==> src/rtl/id_branch_predictor.sv <==
// Decode-stage branch predictor: BHT of saturating counters + tagged BTB for fetch,
// six-way branch resolve/train in decode. Define BP_PERF_CNT_EN for perf counters.
module id_branch_predictor #(
    parameter int XLEN      = 32,
    parameter int IDX_BITS  = 6,
    parameter int CTR_WIDTH = 2,
    parameter int CNT_WIDTH = 32
) (
    input  logic                 clk,
    input  logic                 reset,
    input  logic [XLEN-1:0]      if_pc,
    output logic                 pred_taken,
    output logic [XLEN-1:0]      pred_target,
    input  logic                 id_valid,
    input  logic                 id_stall,
    input  logic [XLEN-1:0]      id_pc,
    input  logic                 id_pred_taken,
    input  logic [2:0]           id_branch_type,
    input  logic [XLEN-1:0]      id_cmp_a,
    input  logic [XLEN-1:0]      id_cmp_b,
    input  logic [XLEN-1:0]      id_target,
    output logic                 redirect,
    output logic [XLEN-1:0]      redirect_pc,
`ifdef BP_PERF_CNT_EN
    output logic                 bht_busy,
    output logic [CNT_WIDTH-1:0] perf_branches,
    output logic [CNT_WIDTH-1:0] perf_mispredicts
`else
    output logic                 bht_busy
`endif
);
    localparam int ENTRIES = 2 ** IDX_BITS;
    localparam int TAG_W   = XLEN - IDX_BITS - 2;
    localparam logic [CTR_WIDTH-1:0] CTR_MAX = {CTR_WIDTH{1'b1}};
    localparam logic [CTR_WIDTH-1:0] CTR_WNT = CTR_WIDTH'(2 ** (CTR_WIDTH - 1) - 1);

    typedef enum logic {CLEAR, RUN} state_t;

    state_t                state, stateNext;
    logic [IDX_BITS-1:0]   clrPtr;

    logic                  btbValid  [ENTRIES];
    logic [TAG_W-1:0]      btbTag    [ENTRIES];
    logic [XLEN-1:0]       btbTarget [ENTRIES];
    logic [CTR_WIDTH-1:0]  bhtCtr    [ENTRIES];

    logic [IDX_BITS-1:0]   ifIdx, idIdx;
    logic [TAG_W-1:0]      ifTag, idTag;
    logic                  ifHit, res, isBranch, actualTaken;
    logic                  aNeg, aZero;

    // Clear walks the tables one entry per cycle; RUN is the normal operating state.
    always_ff @(posedge clk or negedge reset) begin
        if (!reset) begin
            state  <= CLEAR;
            clrPtr <= '0;
        end else begin
            state  <= stateNext;
            clrPtr <= (state == CLEAR) ? clrPtr + IDX_BITS'(1) : '0;
        end
    end

    always_comb begin
        stateNext = state;
        bht_busy  = 1'b0;
        case (state)
            CLEAR: begin
                bht_busy = 1'b1;
                if (clrPtr == {IDX_BITS{1'b1}}) stateNext = RUN;
            end
            default: stateNext = RUN;
        endcase
    end

    // Fetch-side lookup: reads pre-edge contents, no bypass from this cycle's train.
    assign ifIdx       = if_pc[IDX_BITS+1:2];
    assign ifTag       = if_pc[XLEN-1:IDX_BITS+2];
    assign ifHit       = btbValid[ifIdx] && (btbTag[ifIdx] == ifTag);
    assign pred_taken  = ifHit && bhtCtr[ifIdx][CTR_WIDTH-1] && !bht_busy;
    assign pred_target = pred_taken ? btbTarget[ifIdx] : if_pc + XLEN'(4);

    assign idIdx    = id_pc[IDX_BITS+1:2];
    assign idTag    = id_pc[XLEN-1:IDX_BITS+2];
    assign res      = id_valid && !id_stall && !bht_busy;
    assign isBranch = (id_branch_type != 3'b000);
    assign aNeg     = id_cmp_a[XLEN-1];
    assign aZero    = (id_cmp_a == '0);

    always_comb begin
        actualTaken = 1'b0;
        case (id_branch_type)
            3'b001:  actualTaken = (id_cmp_a == id_cmp_b);
            3'b010:  actualTaken = (id_cmp_a != id_cmp_b);
            3'b011:  actualTaken = aNeg || aZero;
            3'b100:  actualTaken = !aNeg && !aZero;
            3'b101:  actualTaken = aNeg;
            3'b110:  actualTaken = !aNeg;
            default: actualTaken = 1'b0;
        endcase
    end

    assign redirect    = res && (actualTaken != id_pred_taken);
    assign redirect_pc = (res && actualTaken) ? id_target : id_pc + XLEN'(4);

    // Table storage needs no reset: lookups and training are gated until the clear completes.
    always_ff @(posedge clk) begin
        if (bht_busy) begin
            btbValid[clrPtr] <= 1'b0;
            bhtCtr[clrPtr]   <= CTR_WNT;
        end else if (res) begin
            if (isBranch) begin
                if (actualTaken && bhtCtr[idIdx] != CTR_MAX)
                    bhtCtr[idIdx] <= bhtCtr[idIdx] + CTR_WIDTH'(1);
                else if (!actualTaken && bhtCtr[idIdx] != '0)
                    bhtCtr[idIdx] <= bhtCtr[idIdx] - CTR_WIDTH'(1);
            end
            if (actualTaken) begin
                btbValid[idIdx]  <= 1'b1;
                btbTag[idIdx]    <= idTag;
                btbTarget[idIdx] <= id_target;
            end else if (!isBranch && id_pred_taken) begin
                // A non-branch predicted taken means the BTB entry aliased; drop it.
                btbValid[idIdx] <= 1'b0;
            end
        end
    end

`ifdef BP_PERF_CNT_EN
    always_ff @(posedge clk or negedge reset) begin
        if (!reset) begin
            perf_branches    <= '0;
            perf_mispredicts <= '0;
        end else begin
            if (res && isBranch) perf_branches <= perf_branches + CNT_WIDTH'(1);
            if (redirect)        perf_mispredicts <= perf_mispredicts + CNT_WIDTH'(1);
        end
    end
`endif

endmodule

==> config.mk <==
export PLATFORM = sky130hd
export DESIGN_NAME = id_branch_predictor
export DESIGN_NICKNAME = d
export VERILOG_FILES = /design/src/rtl/id_branch_predictor.sv
export SDC_FILE = /design/constraint.sdc
export NUM_CORES = 2
export LEC_CHECK = 0
export BUFFER_PORTS_ARGS = -buffer_cell sky130_fd_sc_hd__clkbuf_2
export CORE_UTILIZATION = 60
export DETAILED_ROUTE_END_ITERATION = 7
export PLACE_DENSITY = 0.76
export SETUP_SLACK_MARGIN = 0.1
export SLEW_MARGIN = 20
export SYNTH_ARGS = -nofsm -noshare
export SYNTH_HDL_FRONTEND = slang
export SYNTH_SLANG_ARGS = --single-unit
==> constraint.sdc <==
create_clock -name clk -period 8.7 [get_ports clk]
set_input_delay 0.87 -clock clk [delete_from_list [all_inputs] [get_ports clk]]
set_output_delay 0.87 -clock clk [all_outputs]
set_load 0.03 [all_outputs]
==> Word-level counts from Yosys, hierarchy flattened <==
Memory sizes are Yosys's and may differ from the RTL's.
Index checks and enable logic that the tools add are counted.
{ "word_totals": {"regBits": 7, "latchBits": 0, "ram_bits": 3776, "rom_bits": 0, "inputBits": 168, "output_inout_bits": 67, "wordCells": 82, "n_memories": 4} }
{ "op_classes": {"addsub": 5, "mul": 0, "div_mod_pow": 0, "n_lt_le_gt_ge": 0, "n_eq_ne": 12, "shifts": 0, "muxes": 35, "bitwise_logic": 2, "n_reduce_logical": 22} }
{ "memory_table": {"columns": ["memory", "depth", "width", "rd", "rd_clocked_by_memory_dff", "write_ports", "line", "text"], "rows": [
  ["btbTarget", 64, 32, 1, 0, 1, "44", "logic [XLEN-1:0] btbTarget [ENTRIES];"],
  ["btbTag", 64, 24, 1, 0, 1, "43", "logic [TAG_W-1:0] btbTag [ENTRIES];"],
  ["bhtCtr", 64, 2, 2, 0, 1, "45", "logic [CTR_WIDTH-1:0] bhtCtr [ENTRIES];"],
  ["btbValid", 64, 1, 1, 0, 1, "42", "logic btbValid [ENTRIES];"]
]} }
{ "ops": {"columns": ["cell", "n"], "rows": [
  ["adder 32 x 3 -> 32 bit (second input constant)", 2],
  ["two-way mux 32 bit", 2],
  ["== test 32 bit", 1],
  ["zero test 32 bit", 1],
  ["!= test 32 bit", 1],
  ["two-way mux 1 bit", 27],
  ["== test 24 bit", 1],
  ["two-way mux 6 bit", 3],
  ["logical AND 1 bit", 11],
  ["== test 3 bit (second input constant)", 3],
  ["adder 6 x 1 -> 6 bit (second input constant)", 1],
  ["== test 3 x 2 -> 1 bit (second input constant)", 2],
  ["== test 6 bit (second input constant)", 1],
  ["case mux 1 bit (6 select lines)", 1],
  ["zero test 1 bit", 5],
  ["two-way mux 2 bit", 2],
  ["== test 3 x 1 -> 1 bit (second input constant)", 1],
  ["nonzero test 3 bit", 1],
  ["adder 2 x 1 -> 2 bit (second input constant)", 1],
  ["!= test 2 bit (second input constant)", 1],
  ["OR 1 bit", 2],
  ["nonzero test 2 bit", 1],
  ["OR reduction 2 bit", 1],
  ["subtractor 2 x 1 -> 2 bit (second input constant)", 1],
  ["3 further kinds", 3]
]} }

==> Longest topological paths before layout <==
{ "depth": {"depth_word": 15, "depth_mapped": 19, "ltp_nobuf": 9} }

==> Worst setup path after synthesis <==
OpenSTA, ideal clock, no wires.
{ "synth_path": {"path_type": "input port to flip-flop", "from": "input port id_cmp_a[31]", "to": "memory btbTag[12][0] (netlist name), enable pin", "setup_ps": 539, "arrival_ps": 6556, "required_time_ps": 8161, "path_slack_ps": 1605, "cell_stages": 9, "n_path_buf": 3, "cell_sequence": "xor2_1 -> nor4_1 -> nand4_1 -> o311a_1 -> or3_1 -> clkbuf_1 -> clkbuf_1 -> clkbuf_1 -> nor3_1"} }
{ "synth_between": {"elab_chain_len": 8, "word_cells_on_any_way": 12, "classes_between": "2 x eq/ne; 5 x mux; 5 x reduce/logical"} }
{ "synth_rtl": {"columns": ["element", "line", "text"], "rows": [
  ["from (decl)", "19", "input logic [XLEN-1:0] id_cmp_a,"],
  ["zero test 32 bit", "87", "assign aZero = (id_cmp_a == '0);"],
  ["zero test 1 bit", "95", "3'b100: actualTaken = !aNeg && !aZero;"],
  ["logical AND 1 bit", "95", null],
  ["case mux 1 bit (6 select lines) *", "91", "case (id_branch_type)"],
  ["two-way mux 1 bit *", "117", "if (actualTaken) begin"],
  ["two-way mux 1 bit *", "110", "end else if (res) begin"],
  ["two-way mux 1 bit *", "107", "if (bht_busy) begin"],
  ["two-way mux 1 bit (implied by the code) *", "119", "btbTag[idIdx] <= idTag;"],
  ["to (decl)", "43", null]
]} }
Mark *: on every way between the ends. The rest lies on a longest branch, timed or not.

==> Worst setup path after layout <==
{ "layout_path": {"from": "input port if_pc[2]", "to": "output port pred_target[22]"} }
{ "layout_between": {"elab_chain_len": 6, "word_cells_on_any_way": 10, "classes_between": "1 x add/sub; 1 x eq/ne; 1 x mux; 3 x reduce/logical; 4 x memory"} }
{ "layout_rtl": {"columns": ["element", "line", "text"], "rows": [
  ["from (decl)", "11", "input logic [XLEN-1:0] if_pc,"],
  ["memory read (64 x 24 bit)", null, null],
  ["== test 24 bit", "78", "assign ifHit = btbValid[ifIdx] && (btbTag[ifIdx] == ifTag);"],
  ["logical AND 1 bit", "78", null],
  ["logical AND 1 bit (2 in series)", "79", "assign pred_taken = ifHit && bhtCtr[ifIdx][CTR_WIDTH-1] && !bht_busy;"],
  ["two-way mux 32 bit *", "80", "assign pred_target = pred_taken ? btbTarget[ifIdx] : if_pc + XLEN'(4);"],
  ["to (decl)", "13", "output logic [XLEN-1:0] pred_target,"]
]} }
Marked as above.

==> impl_results.md <==
* Routed vias/inst at 7.46
* Asr flop ratio synth at 0.185%
* Area grow syn2layout at 12.5%
* Net Sw Frac at 21.3%
* CP max-delay cell: or4_4
* Outcome: finished, final reports clean
* Most frequent cells in the layout: edfxtp_1, mux4_2, clkbuf_16
* Drt drc at 0
* Leakage at 52.1 nW
* Share of cells above drive strength 1 at 30.1%
* RSZ-0062 raised after global routing: false
* TritonCTS Sinks at 3,783
* Measured slew at the worst slew-check pin at 1.38 ns
* First-pass DRT Iterations at 7
* Post-CTS Repair Setup Buffers at 0
* Sw power at 0.00808 W
* Post-synthesis sequential element count at 3,783
* I/O Pins at 235
* Worst-path fanout max at 72
* Initial antenna violation count at 38
* Nets at 7,286
* Bufs on Longest Clock Path at 4
* Final min period at 7.13 ns
* Final hold vios at 0
* Critical path type: primary input to output port
* Global route overflow at 0
* Sequential fraction of the synthesis area at 76.7%
* Vias at 79,484
* CTS tree: yes
* Rel. slew slack at 7.80%
* Number of global-route vias before repair at 78,317
* Sequential fraction of design power at 52.7%
* Cell-internal power at 0.0299 W
* Mapped Cells at 6,573
* Worst R2R Setup Slack at 3.19 ns
* Post-Route WL at 462 mm
* Clk network pwr share at 42.3%
* Rows at 182
* Crit path required time at 7.83 ns
* H-tree Lvls at 5
* First-pass GRT wire length at 631 mm
* Crit-path max cell delay at 0.96 ns
* Final Cycle Share at 82.0%
* Worst Setup Start Kind: primary input
* Most common cell after layout, fill and taps aside: edfxtp_1
* PD cells at 228 nW/um^2
* Port-buffer cells at 234
* Final setup TNS at 0 ns
* Number of DRC markers in iteration 0 at 14,437
* Worst skew pair latency at 1.02 ns
* Crit-path cells: buf_12, buf_4, mux4_2, a22oi_1, a21oi_1, nor4_1, xnor2_1, nor3_1, nand4_1, or4_4, mux2_4, clkbuf_2
* Syn nets at 6,744
* Peak supply drop at 0.214 mV
* Root buf cell: clkbuf_16
* Total die area at 249,000 um^2
* Worst EP arrival at 6.26 ns
* CP bufs+invs at 3
* Core area at 246,000 um^2
* Cts bufs inserted at 380
* Final setup fails at 0
* Logic pwr share at 5.0%
* Die W at 499 um
* Resize count post-CTS at 0
* Final HPWL DP at 244 mm
* Starting Density at 60.3%
* Routed len/inst at 43.4 um
* Synth cell types at 82
* GRT Util Overall at 37.6%
* Cell area after synthesis at 148,000 um^2
* Largest net degree at the start of global routing at 107
* Worst setup EP type: output port
* Hold Path Class: primary input to flip-flop
* WHS at 0.208 ns
* Avg Inst Size Synth at 22.5 um^2
* Synth Flop Type: edfxtp_1
* Yosys warns at 0
* CTS Hold Buffers Added at 1
* CP top delay family: simple AND/OR/NAND/NOR gates
* Worst-path clk slew at 0.06 ns
* Final clock skew at 0.0859 ns
* Number of synthesized flops with an enable pin at 3,776
* MaxCap Viol Count at 0
* Fmax at 140 MHz
* Die Ht at 499 um
* GPL Wtd Cong at 0.945
* DRT antenna net count at 0
* Slew Limit Fails at 0
power by group through the flow:
stage               Combinational, W  Sequential (W)  Clock (W)
global placement             0.00181          0.0204          0
global route                 0.00196          0.0200     0.0167
floorplan                    0.00104          0.0204          0
finish                       0.00191          0.0200     0.0161
detailed placement           0.00185          0.0204          0
CTS                          0.00188          0.0200     0.0161
cell usage after synthesis, drive strengths merged, types with 8 or more instances:
cell type,instances,share of area [%]
a211oi,13,0.069
a21oi,119,0.40
a221oi,18,0.11
a22oi,79,0.40
and2,17,0.072
and3,20,0.084
buf,170,0.74
clkbuf,184,0.47
edfxtp,3776,77
inv,17,0.043
mux2,52,0.47
mux2i,105,0.71
mux4,1069,16
nand2,149,0.38
nand2b,11,0.046
nand3,71,0.24
nand4,19,0.080
nor2,234,0.59
nor2b,28,0.12
nor3,64,0.22
nor3b,8,0.041
nor4,25,0.11
o211ai,14,0.071
o21ai,56,0.19
o22ai,19,0.080
xnor2,33,0.20
xor2,70,0.41
path summary, 6_finish.rpt:
path | from | endpoint | cells after the start
min in group asynchronous | reset | clrPtr[4]$_DFF_PN0_ | 2
max in group asynchronous | reset | clrPtr[5]$_DFF_PN0_ | 2
worst max register to register | state$_DFF_PN0_ | btbTag[2][5]$_DFFE_PP_ | 8
worst max-delay path | if_pc[2] | pred_target[22] | 12
worst min-delay path | id_pc[13] | btbTag[25][5]$_DFFE_PP_ | 1
worst min register to register | clrPtr[0]$_DFF_PN0_ | clrPtr[0]$_DFF_PN0_ | 1
cells by family after synthesis:
family / count (synthesis) / share of synthesized area [%]
muxes: 1226 / 17.4
buffers and inverters: 372 / 1.25
DFF: 3783 / 76.7
and+or+nand+nor: 682 / 2.17
adders and majority gates: 3 / 0.0253
AOI/OAI and AO/OA: 404 / 1.83
xor gates and xnor gates: 103 / 0.609
worst register-to-register path: cells and delay by family (launching register included):
kind / cells / cell delay [ns]
buffers and inverters: 4 / 2.01
flip-flops: 1 / 0.32
AND/OR/NAND/NOR: 4 / 2.65
stage by stage:
stage,utilization [%],cells,power [W],instance area (um^2),setup WS (ns)
after global routing,67.8,10633,0.0387,167000,1.50
after floorplan,-,6573,0.0215,148000,1.61
after detailed placement,62.9,9951,0.0223,155000,1.90
final,67.8,10649,0.0380,167000,1.57
after global placement,62.9,9945,0.0222,155000,1.91
after CTS,67.8,10619,0.0380,167000,1.79
final cells by class:
class                      instances  area, um^2
antenna                           29        72.6
clock buffer                     458        9950
clock inverter                   209        1920
fill                           14234       79100
inverter                          18        75.1
multi-input combinational       2418       33200
sequential                      3783      114000
tap                             3220        4030
timing repair buffer             514        3840
routing by layer:
layer,wire length [um],GRT usage (%),vias up
met2,213000,57.4,7887
met3,67100,10.0,1803
met4,40400,26.8,16
met5,112,0,-
li1,-,-,29110
met1,141000,47.2,40668
registers in the layout, indices dropped and copies added, names as in the netlist:
signal / count
clrPtr: 6
state: 1
btbValid: 64
btbTarget: 2048
btbTag: 1536
bhtCtr: 128
No activity file was read; power rests on OpenSTA's default activity.
